[src/rtl/mem_access_ctrl_if.sv]
`default_nettype none
// ============================================================================
// mem_access_ctrl_if : data-memory request/response bundle
// Rev 1.0
// ============================================================================

interface mem_access_ctrl_if;
  logic        mem_req;
  logic        mem_we;
  logic [63:0] mem_addr;
  logic [63:0] mem_wdata;
  logic [1:0]  mem_size;
  logic        mem_ack;
  logic [63:0] mem_rdata;

  modport master (
    output mem_req,
    output mem_we,
    output mem_addr,
    output mem_wdata,
    output mem_size,
    input  mem_ack,
    input  mem_rdata
  );

  modport slave (
    input  mem_req,
    input  mem_we,
    input  mem_addr,
    input  mem_wdata,
    input  mem_size,
    output mem_ack,
    output mem_rdata
  );
endinterface

`default_nettype wire

[src/rtl/mem_access_ctrl.sv]
`default_nettype none
// ============================================================================
// mem_access_ctrl : MEM-stage controller, one outstanding data-memory access
// Rev 1.0
// ============================================================================

module mem_access_ctrl #(
  parameter int unsigned TIMEOUT = 16
) (
  input  logic               clk,
  input  logic               rst,
  input  logic               valid,
  input  logic [63:0]        ALUresult,
  input  logic [63:0]        WriteData,
  input  logic [4:0]         Rd,
  input  logic [1:0]         WB,
  input  logic [4:0]         M,
  mem_access_ctrl_if.master  bus,
  output logic               stall,
  output logic               wb_valid,
  output logic [63:0]        wb_data,
  output logic [4:0]         wb_Rd,
  output logic [1:0]         wb_WB,
  output logic               fault
);

  localparam int unsigned        c_cnt_w    = (TIMEOUT > 1) ? $clog2(TIMEOUT) : 1;
  localparam logic [c_cnt_w-1:0] c_cnt_last = c_cnt_w'(TIMEOUT - 1);

  typedef enum logic [0:0] {
    S_IDLE = 1'b0,
    S_BUSY = 1'b1
  } state_t;

  state_t             r_state;
  state_t             w_state_nxt;

  logic [63:0]        r_addr;
  logic [63:0]        r_wdata;
  logic [1:0]         r_size;
  logic               r_we;
  logic [4:0]         r_rd;
  logic [1:0]         r_wb;
  logic [c_cnt_w-1:0] r_cnt;

  logic               r_wb_valid;
  logic [63:0]        r_wb_data;
  logic [4:0]         r_wb_rd;
  logic [1:0]         r_wb_wb;
  logic               r_fault;

  logic               w_mem_op;
  logic               w_misaligned;
  logic               w_illegal;
  logic               w_stall;
  logic               w_accept;
  logic               w_alu_wb;
  logic               w_done;
  logic               w_fault_now;
  logic               w_timeout;
  logic [63:0]        w_load_data;

  assign w_mem_op = valid & (M[0] | M[1]);

  always_comb begin
    w_misaligned = 1'b0;
    case (M[3:2])
      2'b01:   w_misaligned = ALUresult[0];
      2'b10:   w_misaligned = |ALUresult[1:0];
      2'b11:   w_misaligned = |ALUresult[2:0];
      default: w_misaligned = 1'b0;
    endcase
  end

  assign w_illegal = (M[0] & M[1]) | M[4] | w_misaligned;

  always_comb begin
    w_load_data = bus.mem_rdata;
    case (r_size)
      2'b00:   w_load_data = {56'd0, bus.mem_rdata[7:0]};
      2'b01:   w_load_data = {48'd0, bus.mem_rdata[15:0]};
      2'b10:   w_load_data = {32'd0, bus.mem_rdata[31:0]};
      default: w_load_data = bus.mem_rdata;
    endcase
  end

  always_ff @(posedge clk or negedge rst) begin
    if (!rst) begin
      r_state <= S_IDLE;
    end else begin
      r_state <= w_state_nxt;
    end
  end

  // An ack arriving in the threshold cycle takes priority over the timeout.
  always_comb begin
    w_state_nxt = r_state;
    w_stall     = 1'b0;
    w_accept    = 1'b0;
    w_alu_wb    = 1'b0;
    w_done      = 1'b0;
    w_fault_now = 1'b0;
    w_timeout   = 1'b0;
    case (r_state)
      S_IDLE: begin
        if (w_mem_op) begin
          w_stall = 1'b1;
          if (w_illegal) begin
            w_fault_now = 1'b1;
          end else begin
            w_accept    = 1'b1;
            w_state_nxt = S_BUSY;
          end
        end else if (valid) begin
          w_alu_wb = 1'b1;
        end
      end
      S_BUSY: begin
        w_stall = 1'b1;
        if (bus.mem_ack) begin
          w_stall     = 1'b0;
          w_done      = 1'b1;
          w_state_nxt = S_IDLE;
        end else if (r_cnt == c_cnt_last) begin
          w_stall     = 1'b0;
          w_timeout   = 1'b1;
          w_state_nxt = S_IDLE;
        end
      end
      default: w_state_nxt = S_IDLE;
    endcase
  end

  always_ff @(posedge clk or negedge rst) begin
    if (!rst) begin
      r_addr     <= '0;
      r_wdata    <= '0;
      r_size     <= '0;
      r_we       <= 1'b0;
      r_rd       <= '0;
      r_wb       <= '0;
      r_cnt      <= '0;
      r_wb_valid <= 1'b0;
      r_wb_data  <= '0;
      r_wb_rd    <= '0;
      r_wb_wb    <= '0;
      r_fault    <= 1'b0;
    end else begin
      if (w_accept) begin
        r_addr  <= ALUresult;
        r_wdata <= WriteData;
        r_size  <= M[3:2];
        r_we    <= M[0];
        r_rd    <= Rd;
        r_wb    <= WB;
        r_cnt   <= '0;
      end else if (r_state == S_BUSY && !bus.mem_ack && r_cnt != c_cnt_last) begin
        r_cnt <= r_cnt + 1'b1;
      end

      r_wb_valid <= w_alu_wb | w_done | w_fault_now | w_timeout;
      r_fault    <= w_fault_now | w_timeout;

      if (w_alu_wb) begin
        r_wb_data <= ALUresult;
        r_wb_rd   <= Rd;
        r_wb_wb   <= WB;
      end else if (w_done) begin
        r_wb_data <= r_we ? 64'd0 : w_load_data;
        r_wb_rd   <= r_rd;
        r_wb_wb   <= r_wb;
      end else if (w_fault_now) begin
        r_wb_data <= '0;
        r_wb_rd   <= Rd;
        r_wb_wb   <= 2'b00;
      end else if (w_timeout) begin
        r_wb_data <= '0;
        r_wb_rd   <= r_rd;
        r_wb_wb   <= 2'b00;
      end
    end
  end

  // stall is combinational from live inputs, so it must be forced low in reset.
  assign stall         = rst & w_stall;
  assign bus.mem_req   = (r_state == S_BUSY);
  assign bus.mem_we    = r_we;
  assign bus.mem_addr  = r_addr;
  assign bus.mem_wdata = r_wdata;
  assign bus.mem_size  = r_size;

  assign wb_valid = r_wb_valid;
  assign wb_data  = r_wb_data;
  assign wb_Rd    = r_wb_rd;
  assign wb_WB    = r_wb_wb;
  assign fault    = r_fault;

endmodule

`default_nettype wire
[src/flat_wrapper.sv]
// flat-port wrapper written by rule: the top's interface ports become plain ports
module mem_access_ctrl_flat 
#(
  parameter int unsigned TIMEOUT = 16
)
  (clk, rst, valid, ALUresult, WriteData, Rd, WB, M, stall, wb_valid, wb_data, wb_Rd, wb_WB, fault, bus_mem_req, bus_mem_we, bus_mem_addr, bus_mem_wdata, bus_mem_size, bus_mem_ack, bus_mem_rdata);
  mem_access_ctrl_if bus_i ();
  input  logic clk;
  input  logic rst;
  input  logic valid;
  input  logic [63:0] ALUresult;
  input  logic [63:0] WriteData;
  input  logic [4:0] Rd;
  input  logic [1:0] WB;
  input  logic [4:0] M;
  output logic stall;
  output logic wb_valid;
  output logic [63:0] wb_data;
  output logic [4:0] wb_Rd;
  output logic [1:0] wb_WB;
  output logic fault;
  output wire logic [$bits(bus_i.mem_req)-1:0] bus_mem_req;
  output wire logic [$bits(bus_i.mem_we)-1:0] bus_mem_we;
  output wire logic [$bits(bus_i.mem_addr)-1:0] bus_mem_addr;
  output wire logic [$bits(bus_i.mem_wdata)-1:0] bus_mem_wdata;
  output wire logic [$bits(bus_i.mem_size)-1:0] bus_mem_size;
  input wire logic [$bits(bus_i.mem_ack)-1:0] bus_mem_ack;
  input wire logic [$bits(bus_i.mem_rdata)-1:0] bus_mem_rdata;
  assign bus_mem_req = bus_i.mem_req;
  assign bus_mem_we = bus_i.mem_we;
  assign bus_mem_addr = bus_i.mem_addr;
  assign bus_mem_wdata = bus_i.mem_wdata;
  assign bus_mem_size = bus_i.mem_size;
  assign bus_i.mem_ack = bus_mem_ack;
  assign bus_i.mem_rdata = bus_mem_rdata;
  mem_access_ctrl #(.TIMEOUT(TIMEOUT)) u_core (.clk(clk), .rst(rst), .valid(valid), .ALUresult(ALUresult), .WriteData(WriteData), .Rd(Rd), .WB(WB), .M(M), .bus(bus_i), .stall(stall), .wb_valid(wb_valid), .wb_data(wb_data), .wb_Rd(wb_Rd), .wb_WB(wb_WB), .fault(fault));
endmodule
[config.mk]
export PLATFORM = sky130hd
export DESIGN_NAME = mem_access_ctrl_flat
export DESIGN_NICKNAME = d
export VERILOG_FILES = /design/src/rtl/mem_access_ctrl_if.sv /design/src/rtl/mem_access_ctrl.sv /design/src/flat_wrapper.sv
export SDC_FILE = /design/constraint.sdc
export NUM_CORES = 1
export LEC_CHECK = 0
export ABC_AREA = 0
export CORE_MARGIN = 10
export CORE_UTILIZATION = 41
export CTS_CLUSTER_DIAMETER = 50
export DETAILED_ROUTE_END_ITERATION = 10
export HOLD_SLACK_MARGIN = 0.02
export PLACE_DENSITY = 0.8
export SETUP_SLACK_MARGIN = 0.3
export SYNTH_ARGS = -nofsm -noshare
export SYNTH_HDL_FRONTEND = slang
export SYNTH_SLANG_ARGS = --single-unit
[constraint.sdc]
create_clock -name clk -period 2.2 [get_ports clk]
set_input_delay 0.44 -clock clk [delete_from_list [all_inputs] [get_ports clk]]
set_output_delay 0.44 -clock clk [all_outputs]
set_load 0.005 [all_outputs]
==> impl_metrics.env <==
export IMPL_seqCellArea_um2=5410
export IMPL_cts_root_buf="clkbuf_16"
export IMPL_grt_pass1_wl_mm=49.3
export IMPL_placementRows=53
export IMPL_grt_pass1_vias=7489
export IMPL_rsz0062_at_grt="true"
export IMPL_n_fill_cell=1487
export IMPL_ir_worst_vdd_mv=0.581
export IMPL_path_clk_slew_ps=60
export IMPL_tritoncts="yes"
export IMPL_grt_util_met3=0.0842
export IMPL_multiInputGateArea_um2=3110
export IMPL_htree_levels=1
export IMPL_synthesis_nets=808
export IMPL_worstHoldEndpoint="u_core.bus.mem_size[1]"
export IMPL_place_hpwl_mm=24.3
export IMPL_critical_path_required_ps=1760
export IMPL_grt_max_degree=127
export IMPL_port_buffer_count=413
export IMPL_end_kind="output pin"
export IMPL_r2r_slack_ps=340
export IMPL_clk_latency_ps=520
export IMPL_use_met2=0.404
export IMPL_finalCritPeriodShare=0.884
export IMPL_viasPerCell=5.11
export IMPL_wl_mm=33.6
export IMPL_synth_seq_area_share=0.621
export IMPL_clockBufferDepth=3
export IMPL_drive_above_1_share=0.140
export IMPL_cellLeakagePower_uw=0.00659
export IMPL_drtIter0Drc=471
export IMPL_antenna_found_initial=2
export IMPL_drt_first_pass_iters=4
export IMPL_cts_buffers=27
export IMPL_hp_class="input pin to flop"
export IMPL_syn_avg_cell_area_um2=14.5
export IMPL_die_area_um2=27500
export IMPL_critPathLaunchType="flop"
export IMPL_synth_area_um2=8710
export IMPL_cts_sinks=216
export IMPL_fin_skew_ps=9.46
export IMPL_ant_nets=0
export IMPL_r2r_cells=5
export IMPL_period_needed_ps=1950
export IMPL_start_util=0.415
export IMPL_maxCapViolCount=0
export IMPL_ys_ff_latch=216
export IMPL_min_from="M[3]"
export IMPL_finalMaxSlewViolations=0
export IMPL_max_freq_mhz=514
export IMPL_yosys_warnings=0
export IMPL_grt_overflow=0
export IMPL_area_delta_synth_final_pct=68.5
export IMPL_post_drt_wl_per_cell_um=24.8
export IMPL_final_hold_viol_count=0
export IMPL_worstMarginPinSlew_ps=671
export IMPL_vias=6931
export IMPL_whs_ps=336
export IMPL_nNetsFinal=1270
export IMPL_synth_area_leaders="dfrtp_1 62%, mux2_1 18%, a221o_1 4.8%"
export IMPL_r2r_start="u_core.bus.mem_req"
export IMPL_rr_endpoint="u_core.wb_data[38]"
export IMPL_io_pins=414
export IMPL_place_congestion=0.851
export IMPL_grt_usage=0.229
export IMPL_fin_tns_setup_ps=0
export IMPL_synth_top_cell_area_share=0.621
export IMPL_synthDistinctLibCells=37
export IMPL_status="finished clean"
export IMPL_cellPowerDensity_nw_per_um2=916
export IMPL_setup_viol=0
export IMPL_grt_util_met1=0.254
export IMPL_worstSetupPathType="flop to output pin"
export IMPL_relSlewSlack=0.553
export IMPL_route_detailed_drc=0
export IMPL_grt_busiest_layer="met2"
export IMPL_die_w_um=166
export IMPL_yosys_area_top_type="dfrtp_1"
export IMPL_cp_arrival_ps=1510
export IMPL_whs_path_depth=3
export IMPL_synth_cells=599
export IMPL_core_area_um2=21000
export IMPL_dieHeight_um=166
export IMPL_cp_max_fo=3
==> where the power goes <==
group / leakage, uW / switching, uW / internal, uW
logic: 0.00349 / 1310 / 2480
registers: 0.00270 / 525 / 4920
clock network: 0.000405 / 1690 / 2510
total: 0.00659 / 3530 / 9910
==> synth_stat cells, drive strengths merged <==
master,number
xnor2,2
a22oi,24
ha,1
a21o,1
o21a,3
and2,41
a211oi,1
clkbuf,7
buf,27
and3,4
o21ai,26
inv,27
o22ai,1
nand3,5
xor2,3
dfrtp,216
nor2b,2
nor2,5
a21boi,1
nand2,4
mux2,148
nor3,2
nor3b,1
a2111oi,1
maj3,1
nand2b,2
a221o,42
a21oi,1
==> sequential cells by signal, summed over array words and instances (netlist names) <==
name and cells:
u_core.bus.mem_addr 64, u_core.bus.mem_req 1, u_core.bus.mem_size 2, u_core.bus.mem_wdata 64, u_core.bus.mem_we 1, u_core.fault 1
u_core.r_cnt 4, u_core.r_rd 5, u_core.r_wb 2, u_core.wb_Rd 5, u_core.wb_WB 2, u_core.wb_data 64
u_core.wb_valid 1
==> cell usage in the layout, fill, tap and decap left out, types with 2 or more instances in the layout <==
| cell | netlist | routed |
|---|---|---|
| clkdlybuf4s50_1 | 0 | 374 |
| dfrtp_1 | 216 | 215 |
| mux2_1 | 136 | 128 |
| a221o_1 | 42 | 42 |
| and2_1 | 40 | 41 |
| buf_4 | 11 | 32 |
| clkbuf_16 | 0 | 30 |
| inv_1 | 26 | 26 |
| a22oi_1 | 24 | 24 |
| dlymetal6s2s_1 | 0 | 21 |
| o21ai_2 | 19 | 20 |
| dlygate4sd2_1 | 0 | 16 |
| mux2_2 | 12 | 13 |
| buf_12 | 0 | 11 |
| mux2_4 | 0 | 7 |
| clkbuf_1 | 7 | 6 |
| nor2_1 | 5 | 5 |
| o21ai_0 | 6 | 5 |
| clkbuf_8 | 0 | 5 |
| diode_2 | 0 | 3 |
| and3_1 | 4 | 3 |
| xor2_1 | 3 | 3 |
| nand2_1 | 4 | 3 |
| nand3_1 | 4 | 3 |
| clkinvlp_4 | 0 | 3 |
| clkinv_2 | 0 | 3 |
| buf_16 | 0 | 3 |
| buf_6 | 2 | 3 |
| nand3_4 | 0 | 2 |
| o21a_1 | 3 | 2 |
| xnor2_1 | 2 | 2 |
| nor2b_4 | 0 | 2 |
==> area by class of cell <==
type / count / area share
tap: 275 / 0.0235
timing repair buffer: 467 / 0.331
sequential: 216 / 0.368
antenna: 3 / 0.000512
multi-input combinational: 322 / 0.212
clock inverter: 9 / 0.00597
clock buffer: 37 / 0.0513
inverter: 27 / 0.00691
==> metal layers <==
| metal | routed length, um | part of all wire |
|---|---|---|
| met4 | 795 | 0.024 |
| met2 | 17500 | 0.52 |
| met1 | 12400 | 0.37 |
| met5 | 0 | 0 |
| met3 | 2940 | 0.088 |
==> how the worst max path moves through the flow <==
stage | slack, ps | end | cells past startpoint | from
floorplan | 330 | u_core.bus.mem_wdata[58] | 6 | M[2]
global placement | -260 | u_core.bus.mem_wdata[5] | 6 | M[2]
detailed placement | -330 | u_core.bus.mem_wdata[53] | 6 | M[2]
CTS | 190 | stall | 5 | u_core.r_cnt[0]
global route | 160 | stall | 5 | u_core.r_cnt[1]
finish | 250 | stall | 5 | u_core.r_cnt[1]
==> critical path: stages, from the launching register on <==
cell	delay (ps)
dfrtp_1	410
ha_4	190
nand3_4	70
nand2_4	60
a21boi_2	110
buf_2	140
==> metrics by stage <==
step | power (uW) | cell area [um^2] | util | instances | setup WS (ps)
5_1_grt | 14000 | 14700 | 0.700 | 1355 | 163
3_5_place_dp | 9240 | 13400 | 0.639 | 1287 | -329
2_1_floorplan | 6390 | 8710 | - | 599 | 328
3_3_place_gp | 9100 | 13400 | 0.639 | 1287 | -260
6_report | 13400 | 14700 | 0.700 | 1356 | 255
4_1_cts | 13500 | 14400 | 0.687 | 1343 | 191
==> kinds of logic (layout without fill, tap and decap cells) <==
| logic type | Yosys count | count (layout) | synth area share |
|---|---|---|---|
| flip-flops | 216 | 216 | 0.621 |
| multiplexers | 148 | 148 | 0.191 |
| AO/OA/AOI/OAI | 101 | 101 | 0.100 |
| AND/OR/NAND/NOR | 66 | 66 | 0.0451 |
| buffers and inverters | 61 | 540 | 0.0346 |
| XOR/XNOR | 5 | 5 | 0.00503 |
| adder cells (fa/ha/maj) | 2 | 2 | 0.00259 |
| other | 0 | 3 | 0 |
==> repair_timing <==
item,4_1_cts,5_1_grt
hold endpoints to repair,31,0
hold buffers,1,0
gates cloned,3,4
pin swaps,4,9
gates resized for setup,32,42
setup buffers,6,6
endpoints found under the setup margin,150,137
No activity file was read; power rests on OpenSTA's default activity.
